<file path="src/rtl/motor_pkg.sv">
// Shared types for the motor driver: command encodings (common with the robot FSM),
// per-wheel FSM states and direction constants.
package motor_pkg;

    typedef enum logic [4:0] {
        MS_STOP    = 5'b00001,
        MS_FORWARD = 5'b00010,
        MS_RIGHT   = 5'b00100,
        MS_LEFT    = 5'b01000,
        MS_SPIN    = 5'b10000
    } motor_state_t;

    typedef enum logic [1:0] {
        RUN   = 2'd0,
        BRAKE = 2'd1,
        DEAD  = 2'd2
    } wheel_state_t;

    typedef struct packed {
        wheel_state_t left;
        wheel_state_t right;
    } wheel_dbg_t;

    localparam logic DIR_FWD = 1'b0;
    localparam logic DIR_REV = 1'b1;

endpackage

</file>
<file path="src/rtl/motor_channel.sv">
// One wheel: ramps duty toward its target, and on a direction change brakes to zero
// and sits out a dead-time before latching the new direction.
module motor_channel
    import motor_pkg::*;
#(
    parameter int PWM_BITS         = 8,
    parameter int STEP             = 8,
    parameter int DEADTIME_PERIODS = 4
) (
    input  logic                CLOCK_50,
    input  logic                reset_n,
    input  logic                period_end,
    input  logic                force_stop,
    input  logic                target_dir,
    input  logic [PWM_BITS-1:0] target_duty,
    output logic                dir,
    output logic [PWM_BITS-1:0] duty,
    output wheel_state_t        state
);

    localparam int DC_W = (DEADTIME_PERIODS > 1) ? $clog2(DEADTIME_PERIODS + 1) : 1;
    localparam logic [DC_W-1:0]     DC_LAST = DC_W'(DEADTIME_PERIODS - 1);
    localparam logic [PWM_BITS-1:0] STEP_V  = PWM_BITS'(STEP);

    logic [DC_W-1:0] dead_cnt;

    // Differences are taken before comparing so the step never wraps or overshoots.
    function automatic logic [PWM_BITS-1:0] approach(input logic [PWM_BITS-1:0] cur,
                                                     input logic [PWM_BITS-1:0] tgt);
        if (tgt > cur)
            return ((tgt - cur) > STEP_V) ? cur + STEP_V : tgt;
        return ((cur - tgt) > STEP_V) ? cur - STEP_V : tgt;
    endfunction

    function automatic logic [PWM_BITS-1:0] brake(input logic [PWM_BITS-1:0] cur);
        return (cur > STEP_V) ? cur - STEP_V : '0;
    endfunction

    always_ff @(posedge CLOCK_50 or negedge reset_n) begin
        if (!reset_n) begin
            state    <= RUN;
            dir      <= DIR_FWD;
            duty     <= '0;
            dead_cnt <= '0;
        end else if (force_stop) begin
            state <= RUN;
            duty  <= '0;
        end else if (period_end) begin
            case (state)
                RUN: begin
                    if (target_dir == dir) begin
                        duty <= approach(duty, target_duty);
                    end else begin
                        duty     <= brake(duty);
                        dead_cnt <= '0;
                        state    <= (duty <= STEP_V) ? DEAD : BRAKE;
                    end
                end
                BRAKE: begin
                    if (target_dir == dir) begin
                        state <= RUN;
                        duty  <= approach(duty, target_duty);
                    end else begin
                        duty <= brake(duty);
                        if (duty <= STEP_V) begin
                            state    <= DEAD;
                            dead_cnt <= '0;
                        end
                    end
                end
                DEAD: begin
                    if (target_dir == dir) begin
                        state <= RUN;
                        duty  <= approach(duty, target_duty);
                    end else if (dead_cnt == DC_LAST) begin
                        // Duty stays 0 for this period; ramping starts at the next one.
                        dir   <= target_dir;
                        state <= RUN;
                    end else begin
                        dead_cnt <= dead_cnt + 1'b1;
                    end
                end
                default: state <= RUN;
            endcase
        end
    end

endmodule

</file>
<file path="src/rtl/motor_pwm_driver.sv">
// Turns the one-hot motor_state command into per-wheel PWM and direction.
// MOTOR_RAMP_EN defined: duty ramps by RAMP_STEP per period; undefined: duty jumps to target.
module motor_pwm_driver
    import motor_pkg::*;
#(
    parameter int CLKS_PER_TICK    = 50,
    parameter int PWM_BITS         = 8,
    parameter int SPEED_FWD        = 200,
    parameter int SPEED_TURN       = 140,
    parameter int SPEED_SPIN       = 120,
    parameter int RAMP_STEP        = 8,
    parameter int DEADTIME_PERIODS = 4
) (
    input  logic                CLOCK_50,
    input  logic                reset_n,
    input  logic [4:0]          motor_state,
    output logic                pwm_l,
    output logic                pwm_r,
    output logic                dir_l,
    output logic                dir_r,
    output logic [PWM_BITS-1:0] duty_l,
    output logic [PWM_BITS-1:0] duty_r,
    output logic                fault,
    output wheel_dbg_t          wheel_dbg
);

`ifdef MOTOR_RAMP_EN
    localparam bit RAMP_EN = 1'b1;
`else
    localparam bit RAMP_EN = 1'b0;
`endif
    // A full-scale step makes the channel jump straight to target and skip BRAKE.
    localparam int STEP = RAMP_EN ? RAMP_STEP : (1 << PWM_BITS) - 1;

    localparam int PRESC_W = (CLKS_PER_TICK > 1) ? $clog2(CLKS_PER_TICK) : 1;
    localparam logic [PRESC_W-1:0] PRESC_LAST = PRESC_W'(CLKS_PER_TICK - 1);

    localparam logic [PWM_BITS-1:0] D_FWD  = PWM_BITS'(SPEED_FWD);
    localparam logic [PWM_BITS-1:0] D_TURN = PWM_BITS'(SPEED_TURN);
    localparam logic [PWM_BITS-1:0] D_SPIN = PWM_BITS'(SPEED_SPIN);

    logic [4:0]          cmd_q;
    logic [PRESC_W-1:0]  presc;
    logic [PWM_BITS-1:0] pwm_cnt;
    logic                tick;
    logic                period_end;
    logic                force_stop;
    logic                cmd_illegal;
    logic                tgt_dir_l, tgt_dir_r;
    logic [PWM_BITS-1:0] tgt_duty_l, tgt_duty_r;

    assign tick       = (presc == PRESC_LAST);
    assign period_end = tick && (pwm_cnt == '1);

    always_comb begin
        force_stop  = 1'b0;
        cmd_illegal = 1'b0;
        tgt_dir_l   = DIR_FWD;
        tgt_dir_r   = DIR_FWD;
        tgt_duty_l  = '0;
        tgt_duty_r  = '0;
        case (cmd_q)
            MS_STOP:    force_stop = 1'b1;
            MS_FORWARD: begin
                tgt_duty_l = D_FWD;
                tgt_duty_r = D_FWD;
            end
            MS_RIGHT:   tgt_duty_l = D_TURN;
            MS_LEFT:    tgt_duty_r = D_TURN;
            MS_SPIN: begin
                tgt_duty_l = D_SPIN;
                tgt_dir_r  = DIR_REV;
                tgt_duty_r = D_SPIN;
            end
            default: begin
                force_stop  = 1'b1;
                cmd_illegal = 1'b1;
            end
        endcase
    end

    always_ff @(posedge CLOCK_50 or negedge reset_n) begin
        if (!reset_n) begin
            cmd_q   <= MS_STOP;
            presc   <= '0;
            pwm_cnt <= '0;
            pwm_l   <= 1'b0;
            pwm_r   <= 1'b0;
            fault   <= 1'b0;
        end else begin
            cmd_q <= motor_state;
            presc <= tick ? '0 : presc + 1'b1;
            if (tick)
                pwm_cnt <= pwm_cnt + 1'b1;
            pwm_l <= (pwm_cnt < duty_l);
            pwm_r <= (pwm_cnt < duty_r);
            if (cmd_illegal)
                fault <= 1'b1;
        end
    end

    motor_channel #(
        .PWM_BITS(PWM_BITS), .STEP(STEP), .DEADTIME_PERIODS(DEADTIME_PERIODS)
    ) u_left (
        .CLOCK_50(CLOCK_50), .reset_n(reset_n), .period_end(period_end),
        .force_stop(force_stop), .target_dir(tgt_dir_l), .target_duty(tgt_duty_l),
        .dir(dir_l), .duty(duty_l), .state(wheel_dbg.left)
    );

    motor_channel #(
        .PWM_BITS(PWM_BITS), .STEP(STEP), .DEADTIME_PERIODS(DEADTIME_PERIODS)
    ) u_right (
        .CLOCK_50(CLOCK_50), .reset_n(reset_n), .period_end(period_end),
        .force_stop(force_stop), .target_dir(tgt_dir_r), .target_duty(tgt_duty_r),
        .dir(dir_r), .duty(duty_r), .state(wheel_dbg.right)
    );

endmodule

</file>
<file path="config.mk">
export PLATFORM = sky130hd
export DESIGN_NAME = motor_pwm_driver
export DESIGN_NICKNAME = d
export VERILOG_FILES = /design/src/rtl/motor_pkg.sv /design/src/rtl/motor_channel.sv /design/src/rtl/motor_pwm_driver.sv
export SDC_FILE = /design/constraint.sdc
export NUM_CORES = 1
export LEC_CHECK = 0
export BUFFER_PORTS_ARGS = -buffer_cell sky130_fd_sc_hd__buf_4
export CAP_MARGIN = 15
export CORE_MARGIN = 1.5
export CORE_UTILIZATION = 62
export CTS_CLUSTER_DIAMETER = 150
export DETAILED_ROUTE_END_ITERATION = 6
export PLACE_DENSITY_LB_ADDON = 0.15
export SYNTH_ARGS = -nofsm -noshare
export SYNTH_HDL_FRONTEND = slang
export SYNTH_SLANG_ARGS = --single-unit
</file>
<file path="constraint.sdc">
create_clock -name CLOCK_50 -period 3.21 [get_ports CLOCK_50]
set_input_delay 0.642 -clock CLOCK_50 [delete_from_list [all_inputs] [get_ports CLOCK_50]]
set_output_delay 0.642 -clock CLOCK_50 [all_outputs]
set_load 0.01 [all_outputs]
</file>
==> impl_metrics.toml, run 1 <==
[outcome]
result_of_the_run = "completed"

[floorplanning]
design.portCount = 32
floorplan.initialDensity_pct = 66.5
die_y_um = 66.6
dieWidth_um = 66.6
design.die.area_um2 = 4440
row_count = 22
coreArea_um2 = 3770

[timing]
rsz0062_at_grt = "false"
finalHoldViolCount = 0
crit_path_setup_slack_layout_ns = 0.738
post-route-period-util_pct = 77.0
clock.fmax_mhz = 405
time_the_final_worst_path_needs_with_i_o_delays_and_setup_ns = 2.47
worst_slew_pin_slew_ns = 0.677
tns_ns = 0
timing.final.setup_violations = 0
timing.max_slew.rel_slack_pct = 54.5
slew_violations = 0
skew_ns = 0.00907

[yosys]
synth_area_per_cell_um2 = 10.7
ys_top_cells_by_area = "dfrtp_1 (41%), ha_1 (10%), xnor2_1 (3.1%)"
synth-edff-count = 0
ys_async_sr_fraction_pct = 100
yosys_warns = 0
synth_sequential_area_ratio_pct = 41.9
synth.lib_cells_used.distinct = 53
synth.largest_area_cell = "dfrtp_1"
synth_top_area_share_pct = 40.9
synth_cells = 235
mappedNetlistArea_um2 = 2510
ys_flop_type = "dfrtp_1"
synth_seq_cells = 42

[setup_path]
worstPathRequired_ns = 3.40
critPathLaunchType = "register"
critPathKind = "register to register"
endpoint_kind = "register"
timing.critical_path.arrival_ns = 2.66
crit_fanout = 10

[clocking]
tritoncts = "done"
clock-sinks = 42
cts_buffer_depth = 2
clock_insertion_delay_worst_skew_ns = 0.30
post-cts-setup-buffer-count = 0
clk_pin_slew_ns = 0.08
cts_buffers = 5
h_tree_level_count = 2
cts_hold_buf = 0
clock_tree_root = "clkbuf_8"
post_cts_resize_count = 0

[detailed_routing]
drt_wl_total_mm = 4.80
vias_per_cell = 5.65
drt_iter0_markers = 110
drt_pass1_iterations = 4
vias = 1730
drc_errors = 0
wire_per_inst_um = 15.7
antenna_left = 0

[power]
p_switching_uw = 256
p_comb_share_pct = 7.6
share_seq_of_total_power_pct = 48.4
totalPowerFinal_mw = 1.15
p_int_uw = 890
power.switching_fraction_pct = 22.3
peakVddDrop_mv = 0.378
pwr_density_cell_nw_per_um2 = 411
cellLeakagePower_nw = 1.26
p_clk_share_pct = 44.0

[placement]
gp_congestion = 0.842
port_buffers = 25
postPlaceCellArea_um2 = 2650
post-dp-hpwl_mm = 3.52
pre_cts_slack_ns = 0.825

[final_layout]
num-nets-final = 284
antenna_cells_inserted = 0
final_layout_size_suffix_gt1_share_pct = 23.3
area_growth_syn_to_layout_pct = 11.2
fill_cells = 282
most-common-layout-cells = "dfrtp_1 (41), buf_4 (25), nand2_1 (20), ha_1 (20), nor2_1 (19)"
final_cell_area_excluding_filler_cells_um2 = 2790
most_common_library_cell_in_the_layout_ignoring_fill_and_taps = "dfrtp_1"

[job]
cap_violations = 0

[global_routing]
grt_antenna_before_repair = 0
maximum_number_of_pins_on_one_net_before_global_route_repair = 43
global_route_wire_length_before_repair_mm = 7.92
grt_remaining_overflow = 0
grt_use_total_pct = 24.8
via_count_of_the_first_global_routing_pass = 1656

[min_path]
min_path_type = "input port to asynchronous set/reset pin"
synthesized netlist by cell type (2+ instances only):
library cell	instances
a211oi_1	4
a211oi_4	2
a21oi_1	5
a21oi_4	2
and2_1	3
and4_1	2
buf_4	9
buf_6	3
clkbuf_1	2
dfrtp_1	41
ha_1	20
inv_1	18
mux2_2	6
mux2_4	3
mux2i_1	3
nand2_1	20
nand2b_1	2
nand2b_4	2
nand3_1	8
nand4_1	4
nor2_1	19
nor2b_1	3
nor3_1	2
nor4_1	2
o21a_1	2
o21ai_0	9
o21ai_1	2
xnor2_1	9
xor2_1	4
stage by stage:
stage          instances  util, %  hold WS [ns]
5_1_grt              306     74.0         0.348
3_5_place_dp         298     70.3         0.484
6_report             306     74.0         0.316
2_1_floorplan        240        -         0.346
4_1_cts              306     74.0         0.330
3_3_place_gp         298     70.3         0.469
worst max-delay path, cell delays in order, from the launching register on:
cell and delay (ns):
dfrtp_1 0.53, nand2b_1 0.21, nor4_1 0.53, ha_1 0.34, nand2_1 0.13, a21oi_4 0.30
mux2_4 0.33
power groups by stage:
stage          Clock (mW)  Combinational, mW  Sequential (mW)
2_1_floorplan           0             0.0648            0.560
3_3_place_gp            0             0.0846            0.564
6_report            0.505             0.0870            0.555
4_1_cts             0.511             0.0879            0.554
3_5_place_dp            0             0.0867            0.565
5_1_grt             0.536             0.0962            0.557
registers in the layout (all words and copies together) (netlist names):
name / cells
u_right.dir: 1
u_left.duty: 5
pwm_cnt: 8
u_left.dead_cnt: 3
presc: 6
u_left.dir: 1
fault: 1
pwm_l: 1
u_right.dead_cnt: 3
cmd_q: 5
u_left.state: 1
u_right.state: 1
u_right.duty: 5
pwm_r: 1
metal layers:
layer,vias up,track usage (%),share of wire (%)
met5,-,0,0
met4,0,9.18,1.7
met3,7,5.57,4.9
met2,50,41.5,50
met1,831,31.5,44
li1,842,-,-
kinds of logic (layout without fill, tap and decap cells):
kind of cell	Yosys count	in the layout	share of synthesized area, %
adders and majority gates	20	20	9.98
and+or+nand+nor	77	77	16.8
other	1	6	0.149
muxes	13	13	6.13
AOI/OAI and AO/OA	35	35	12.2
xor gates and xnor gates	14	14	5.19
DFF	42	42	41.9
buffers and inverters	33	51	7.63
worst paths after layout:
check / startpoint / to / slack (ns) / depth (start not counted)
worst min-delay path: reset_n / u_right.dead_cnt[2] / 0.32 / 1
min in group CLOCK_50: motor_state[2] / cmd_q[2] / 0.44 / 1
worst max-delay path: cmd_q[1] / u_right.duty[2] / 0.74 / 6
worst min register to register: presc[5] / presc[5] / 0.49 / 1
worst max register to register: cmd_q[1] / u_right.duty[2] / 0.74 / 6
max in group asynchronous: reset_n / cmd_q[0] / 2.53 / 1
cell type report:
cell class / count / area, µm² / area share, %
multi-input cells: 165 / 1280 / 46.0
flip-flops and latches: 42 / 1050 / 37.7
repair buffers: 25 / 188 / 6.73
clock buffers: 5 / 68.8 / 2.47
clock inverters: 3 / 68.8 / 2.47
inverters: 18 / 67.6 / 2.42
well taps: 48 / 60.1 / 2.15
Note: power is estimated with default switching activity, not from simulation.
==> inputs of run 2 (changes only) <==
--- a/config.mk
+++ b/config.mk
@@ -8,7 +8,7 @@
 export BUFFER_PORTS_ARGS = -buffer_cell sky130_fd_sc_hd__buf_4
 export CAP_MARGIN = 15
 export CORE_MARGIN = 1.5
-export CORE_UTILIZATION = 62
+export CORE_UTILIZATION = 58
 export CTS_CLUSTER_DIAMETER = 150
 export DETAILED_ROUTE_END_ITERATION = 6
 export PLACE_DENSITY_LB_ADDON = 0.15
==> constraint.sdc (replaced) <==
create_clock -name CLOCK_50 -period 2.3 [get_ports CLOCK_50]
set_input_delay 0.46 -clock CLOCK_50 [delete_from_list [all_inputs] [get_ports CLOCK_50]]
set_output_delay 0.46 -clock CLOCK_50 [all_outputs]
set_load 0.01 [all_outputs]
==> run 2 against run 1 <==
Non-clock buffer count rose by 5. Hold slack got worse by 0.17 ns. Design area is 0.22% lower. Die area up 6.6%. Sequential share of layout area up 0.085 points. Clock skew decreased by 0.0058 ns. Global-route usage fell by 3.0 points. Worst setup slack worse by 0.47 ns. Utilization shrank 5.9 points. Clock power shrank 3%. Critical path type unchanged. Critical endpoint is now u_right.duty[3]. Largest power group unchanged. Highest routed layer unchanged.
==> impl_metrics.toml, run 2 (same netlist as run 1, synthesis figures left out) <==
[clocking]
h_tree_level_count = 2
clock-sinks = 42
clock_tree_root = "clkbuf_8"
post_cts_resize_count = 0
clock_insertion_delay_worst_skew_ns = 0.30
clk_pin_slew_ns = 0.08
cts_buffer_depth = 2
tritoncts = "done"
post-cts-setup-buffer-count = 0
cts_buffers = 5
cts_hold_buf = 0

[setup_path]
worstPathRequired_ns = 2.49
endpoint_kind = "register"
worstRegToRegCells = 5
crit_fanout = 5
timing.critical_path.arrival_ns = 2.22
r2r-end = "u_right.duty[3]"
reg2reg_slack_ns = 0.27
r2r_start = "cmd_q[2]"
critPathKind = "register to register"
cp-startpoint = "cmd_q[2]"
critPathLaunchType = "register"

[detailed_routing]
drc_errors = 0
antenna_left = 0
drt_pass1_iterations = 4
vias_per_cell = 5.42
wire_per_inst_um = 14.5
drt_wl_total_mm = 4.54
vias = 1696
drt_iter0_markers = 74

[timing]
tns_ns = 0
time_the_final_worst_path_needs_with_i_o_delays_and_setup_ns = 2.03
timing.final.setup_violations = 0
worst_slew_pin_slew_ns = 0.533
skew_ns = 0.00325
hold_slack_ns = 0.144
finalHoldViolCount = 0
clock.fmax_mhz = 493
slew_violations = 0
rsz0062_at_grt = "false"
post-route-period-util_pct = 88.2
timing.max_slew.rel_slack_pct = 64.4

[placement]
post-dp-hpwl_mm = 3.38
port_buffers = 25
gp_congestion = 0.799
postPlaceCellArea_um2 = 2690

[final_layout]
area_growth_syn_to_layout_pct = 10.9
final-seq-area_um2 = 1050
antenna_cells_inserted = 0
registers.top_by_ff_count = "pwm_cnt"
num-nets-final = 289
max_reg_flops = 8
fill_cells = 325
largest_registers = "pwm_cnt: 8 flops, presc: 6 flops"
multi_input_comb_area_um2 = 1280
most_common_library_cell_in_the_layout_ignoring_fill_and_taps = "dfrtp_1"
final_cell_area_excluding_filler_cells_um2 = 2780
most-common-layout-cells = "dfrtp_1 (41), buf_4 (30), nand2_1 (20), ha_1 (20), nor2_1 (19)"
final_layout_size_suffix_gt1_share_pct = 24.3

[global_routing]
via_count_of_the_first_global_routing_pass = 1553
global_route_wire_length_before_repair_mm = 7.40
use_met2_pct = 32.2
grt_use_total_pct = 21.8
grt_remaining_overflow = 0
grt_busiest_layer = "met2"
grt_util_met1_pct = 30.5
maximum_number_of_pins_on_one_net_before_global_route_repair = 43
grt_antenna_before_repair = 0
gr-usage-met3_pct = 5.68

[floorplanning]
die_y_um = 68.8
floorplan.initialDensity_pct = 61.4
design.portCount = 32
row_count = 23
dieWidth_um = 68.8
design.die.area_um2 = 4730
coreArea_um2 = 4090

[power]
cellLeakagePower_nw = 1.27
pwr_density_cell_nw_per_um2 = 500
peakVddDrop_mv = 0.391

[job]
cap_violations = 0

[min_path]
min_path_type = "input port to asynchronous set/reset pin"

[outcome]
result_of_the_run = "completed"
==> run 2: changes by cell type in the layout (fill, tap and decap cells not counted), sizes merged <==
cell / before / now
buf: 25 / 30
bufinv: 2 / 0
clkbuf: 5 / 7
==> run 2: how the worst max path moves through the flow <==
stage,to,slack [ns],cells after the start
2_1_floorplan,u_right.duty[2],0.27,7
3_5_place_dp,u_right.duty[3],0.25,5
3_3_place_gp,u_right.duty[3],0.31,5
4_1_cts,u_right.duty[2],0.24,5
6_report,u_right.duty[3],0.27,5
5_1_grt,u_right.duty[2],0.12,5
==> run 2: power by group <==
| group | leakage, nW | internal (mW) | switching (mW) |
|---|---|---|---|
| clock network | 0.0482 | 0.242 | 0.250 |
| registers | 0.551 | 0.753 | 0.0120 |
| logic | 0.669 | 0.0594 | 0.0740 |
| total | 1.27 | 1.06 | 0.336 |
==> run 2: worst max-delay path, stage by stage (launching register included) <==
cell     delay (ns)
dfrtp_1        0.46
nor4_1         0.43
ha_1           0.30
nand2_1        0.13
a21oi_4        0.29
mux2_4         0.32
==> run 2: routing by layer <==
metal  vias to the layer above  share of wire [%]
met5                         -                  0
met4                         0                2.1
met3                         7                4.1
met2                        39                 42
met1                       799                 52
li1                        851                  -
==> run 2: area by class of cell <==
cell class / count / share of cell area [%]
Clock inverter: 1 / 0.180
Tap cell: 50 / 2.25
Timing Repair Buffer: 30 / 8.09
Sequential cell: 42 / 37.8
Clock buffer: 7 / 3.10
Multi-Input combinational cell: 165 / 46.1
Inverter: 18 / 2.43
==> run 2: per-stage QoR <==
step / instances / util [%] / setup slack, ns / total power, mW
3_5_place_dp: 305 / 65.9 / 0.251 / 0.914
4_1_cts: 313 / 68.1 / 0.240 / 1.41
3_3_place_gp: 305 / 65.9 / 0.313 / 0.912
6_report: 313 / 68.1 / 0.271 / 1.39
5_1_grt: 313 / 68.1 / 0.119 / 1.45
2_1_floorplan: 240 / - / 0.271 / 0.872
